<file path="src/rtl/inst_fetch_unit.sv">
// rtl/inst_fetch_unit.sv - Single-outstanding instruction fetch unit with redirect flush and halt
module inst_fetch_unit #(
    parameter logic [31:0] RESET_PC = 32'h8000_0000,
    parameter logic [31:0] PC_STEP  = 32'd4
) (
    input  logic        clk,
    input  logic        rst,
    output logic        imem_req,
    output logic [31:0] imem_addr,
    input  logic        imem_ack,
    input  logic [31:0] imem_rdata,
    output logic [31:0] inst,
    output logic [31:0] inst_pc,
    output logic        inst_valid,
    input  logic        inst_ready,
    input  logic        redirect_valid,
    input  logic [31:0] redirect_pc,
    input  logic        halt,
    output logic        halted
);

    typedef enum logic [2:0] {
        S_IDLE,
        S_FETCH,
        S_WAIT_FLUSH,
        S_VALID,
        S_HALT
    } state_t;

    state_t      state_q, state_d;
    logic [31:0] pc_q, pc_d;
    logic [31:0] pend_q, pend_d;
    logic [31:0] inst_q, inst_d;
    logic [31:0] inst_pc_q, inst_pc_d;
    logic [31:0] target;
    logic        unused_redirect_lsbs;

    assign target               = {redirect_pc[31:2], 2'b00};
    assign unused_redirect_lsbs = ^redirect_pc[1:0];

    always_ff @(posedge clk or posedge rst) begin
        if (rst) begin
            state_q   <= S_IDLE;
            pc_q      <= RESET_PC;
            pend_q    <= 32'h0;
            inst_q    <= 32'h0;
            inst_pc_q <= 32'h0;
        end else begin
            state_q   <= state_d;
            pc_q      <= pc_d;
            pend_q    <= pend_d;
            inst_q    <= inst_d;
            inst_pc_q <= inst_pc_d;
        end
    end

    always_comb begin
        state_d   = state_q;
        pc_d      = pc_q;
        pend_d    = pend_q;
        inst_d    = inst_q;
        inst_pc_d = inst_pc_q;
        case (state_q)
            S_IDLE: state_d = S_FETCH;
            S_FETCH: begin
                if (imem_ack && redirect_valid) begin
                    pc_d = target;
                end else if (imem_ack) begin
                    inst_d    = imem_rdata;
                    inst_pc_d = pc_q;
                    state_d   = S_VALID;
                end else if (redirect_valid) begin
                    pend_d  = target;
                    state_d = S_WAIT_FLUSH;
                end
            end
            S_WAIT_FLUSH: begin
                // The stale response is dropped; the newest redirect wins even on the ack cycle.
                if (imem_ack) begin
                    pc_d    = redirect_valid ? target : pend_q;
                    state_d = S_FETCH;
                end else if (redirect_valid) begin
                    pend_d = target;
                end
            end
            S_VALID: begin
                if (inst_ready) begin
                    if (halt) begin
                        state_d = S_HALT;
                    end else begin
                        pc_d    = redirect_valid ? target : pc_q + PC_STEP;
                        state_d = S_FETCH;
                    end
                end else if (redirect_valid) begin
                    pc_d    = target;
                    state_d = S_FETCH;
                end
            end
            S_HALT:  state_d = S_HALT;
            default: state_d = S_IDLE;
        endcase
    end

    assign imem_req   = (state_q == S_FETCH) || (state_q == S_WAIT_FLUSH);
    assign imem_addr  = pc_q;
    assign inst       = inst_q;
    assign inst_pc    = inst_pc_q;
    assign inst_valid = (state_q == S_VALID);
    assign halted     = (state_q == S_HALT);

endmodule

</file>
<file path="config.mk">
export PLATFORM = sky130hd
export DESIGN_NAME = inst_fetch_unit
export DESIGN_NICKNAME = d
export VERILOG_FILES = /design/src/rtl/inst_fetch_unit.sv
export SDC_FILE = /design/constraint.sdc
export NUM_CORES = 1
export LEC_CHECK = 0
export ABC_AREA = 0
export CAP_MARGIN = 20
export CORE_MARGIN = 1
export CORE_UTILIZATION = 55
export CTS_BUF_LIST = sky130_fd_sc_hd__clkbuf_2
export CTS_CLUSTER_SIZE = 25
export DETAILED_ROUTE_END_ITERATION = 8
export PLACE_DENSITY = 0.87
export SKIP_LAST_GASP = 1
export SYNTH_ARGS = -nofsm -noshare
export SYNTH_HDL_FRONTEND = slang
export SYNTH_SLANG_ARGS = --single-unit
export TNS_END_PERCENT = 100
</file>
<file path="constraint.sdc">
create_clock -name clk -period 9.6 [get_ports clk]
set_clock_uncertainty 0.05 [all_clocks]
set_input_delay 0.96 -clock clk [delete_from_list [all_inputs] [get_ports clk]]
set_output_delay 0.96 -clock clk [all_outputs]
set_load 0.01 [all_outputs]
</file>
==> metrics.txt <==
status finished with violations; violated checks design-rule violations; Longest Clk Path Bufs 2; Worst-Skew Late Latency 690 ps; Critical Path Start Type register; placed instance count 886; Clock Sinks 131; Syn Nets 683; Root Buffer clkbuf_2; Slew Viols, Final 0; post_cts resized 0; crit path max fanout 40; slew margin rel. roughly a third; number of hold buffers added after CTS 0; Hold Path Class register to register; Final Total Pwr 2.633 mW; TritonCTS clock tree yes; Setup violations, final 0; Yosys reg bits ~130; Fmax 272.3 MHz; synthesized area 6608 um^2; Post-Route Setup TNS 0 ps; mean post-synth cell area ~11 um^2; initial core utilization about 57%; initial antenna violation count 0; max cap viols 0; post-synthesis sequential area ratio 49.63%; layout cells sized above 1 around 7.5%; Die Wd 111.6 um; wire per inst 19.54 um; Layout Utilization between 70% and 80%; CP Class register to output port; post-detailed-route count of antenna-violating nets 0; final layout net count roughly 830; Post-synth ARST share 100.0%; H-tree level count 4; post-route cell area 8588 um^2; setup slack after layout 5927 ps; RSZ-0062 raised after global routing no; final worst path period need 3673 ps; Synth Instances roughly 600; final RePlAce weighted congestion 0.8580; number of setup buffers added after CTS 0; pwr/cell area 306.6 nW/um^2; Area growth, synth to finish 29.98%; final std cells w/o fill 920; Worst EP required 8590 ps; Filler cells 782; Worst-path clk slew roughly 190 ps; pre-CTS setup slack 5655 ps; Synth cell types 63; placeable core area 11560 um^2; maximum vdd drop 0.1874 mV; commonest non-fill, non-tap cell in the layout clkdlybuf4s50_1; drt pass-1 iters 9; most frequent cells in the layout clkdlybuf4s50_1, dfrtp_1, mux2_1; boundary pin count 169; grt ovf 0; number of global-route vias before repair 5703; row cnt 39; Ys Warns 0; Fin. Hold Viols 0; Total Wirelength 17.97 mm; Worst-Margin Slew 1003 ps; first-pass GRT wire length 28.80 mm; crit path DAT 2660 ps; I/O Buffers between 150 and 200; placed instance area roughly 8300 um^2; DRT iter0 DRCs 697; Leak Pwr 3.514 nW; dpl hpwl 12.48 mm; Vias 5700; largest net degree at the start of global routing 86; die height 111.6 um; GRT Total Usage 29.73%; hold_ws around 450 ps; Die ar. 12460 um^2; DRC 38; vias per cell between 6 and 7; Post-synth EDFFs 0; type of destination of the critical path output port; part of the cycle the worst path needs about two fifths; CTS buffer count 17; dominant synthesized flop cell dfrtp_1
cells by family (layout without fill, tap and decap cells):
| kind of cell | count (synthesis) | after routing | share of synthesized area [%] |
|---|---|---|---|
| other | 0 | 1 | 0 |
| muxes | 105 | 105 | 17.71 |
| adders and majority gates | 1 | 1 | 0.1893 |
| AOI/OAI and AO/OA | 138 | 138 | 13.96 |
| xor gates and xnor gates | 11 | 11 | 1.458 |
| and+or+nand+nor | 169 | 169 | 13.29 |
| buffers and inverters | 57 | 221 | 3.768 |
| DFF | 131 | 131 | 49.63 |
power breakdown:
| part | internal, mW | switching, mW | total [mW] |
|---|---|---|---|
| Clock | 0.142 | 0.206 | 0.348 |
| Combinational | 0.653 | 0.571 | 1.22 |
| Sequential | 0.814 | 0.247 | 1.06 |
| Total | 1.61 | 1.02 | 2.63 |
synthesized netlist by cell type (all sizes together), types with 5 or more instances:
cell	instances	area (um^2)
nand2	47	176.4
o22ai	10	62.56
and2	8	50.05
clkbuf	19	71.32
a211oi	6	45.04
buf	23	121.4
nor3	10	66.32
a31oi	9	56.30
and4	5	43.79
a221oi	5	43.79
a21oi	21	105.1
nor4	9	83.83
o21ai	34	170.2
xor2	6	52.55
inv	15	56.30
nor2	44	165.2
nand4	12	81.33
o211ai	6	45.04
dfrtp	130	3253
mux2i	10	100.1
nand2b	5	31.28
xnor2	5	43.79
mux2	95	1070
nand3	14	75.07
a22oi	12	90.09
routing by layer:
metal	global-route usage [%]	vias up	part of all wire (%)
met5	0	-	0
met4	14.32	0	2.7
met3	6.532	56	8.2
met2	48.58	334	49
met1	37.76	2755	40
li1	-	2555	-
worst max-delay path, cell delays in order (launching register included):
cell and delay [ps]:
dfrtp_1 370, buf_4 350, nand3b_1 390, inv_1 270
clkdlybuf4s50_1 570
sequential cells by signal, summed over array words and instances (netlist names):
signal and cells:
imem_addr 32, inst 32, inst_pc 32, pend_q 32, state_q 3
cell type report:
class | count | area (um^2) | area share, %
timing repair buffer | 174 | 1734 | 20.19
tap | 143 | 178.9 | 2.083
clock inverter | 15 | 165.2 | 1.923
antenna | 1 | 2.502 | 0.02914
multi-input combinational | 424 | 3084 | 35.91
inverter | 15 | 58.81 | 0.6847
clock buffer | 17 | 85.08 | 0.9907
sequential | 131 | 3279 | 38.18
worst paths after layout:
check	cells past startpoint	slack [ps]	from	to
min in group asynchronous	2	590	rst	inst[26]
max in group asynchronous	4	7640	rst	imem_addr[31]
worst max register to register	5	6830	state_q[1]	imem_addr[10]
worst max-delay path	4	5930	state_q[0]	inst_valid
worst min register to register	1	450	inst[10]	inst[10]
worst min-delay path	1	450	inst[10]	inst[10]
Power figures use the tool's default switching activity.
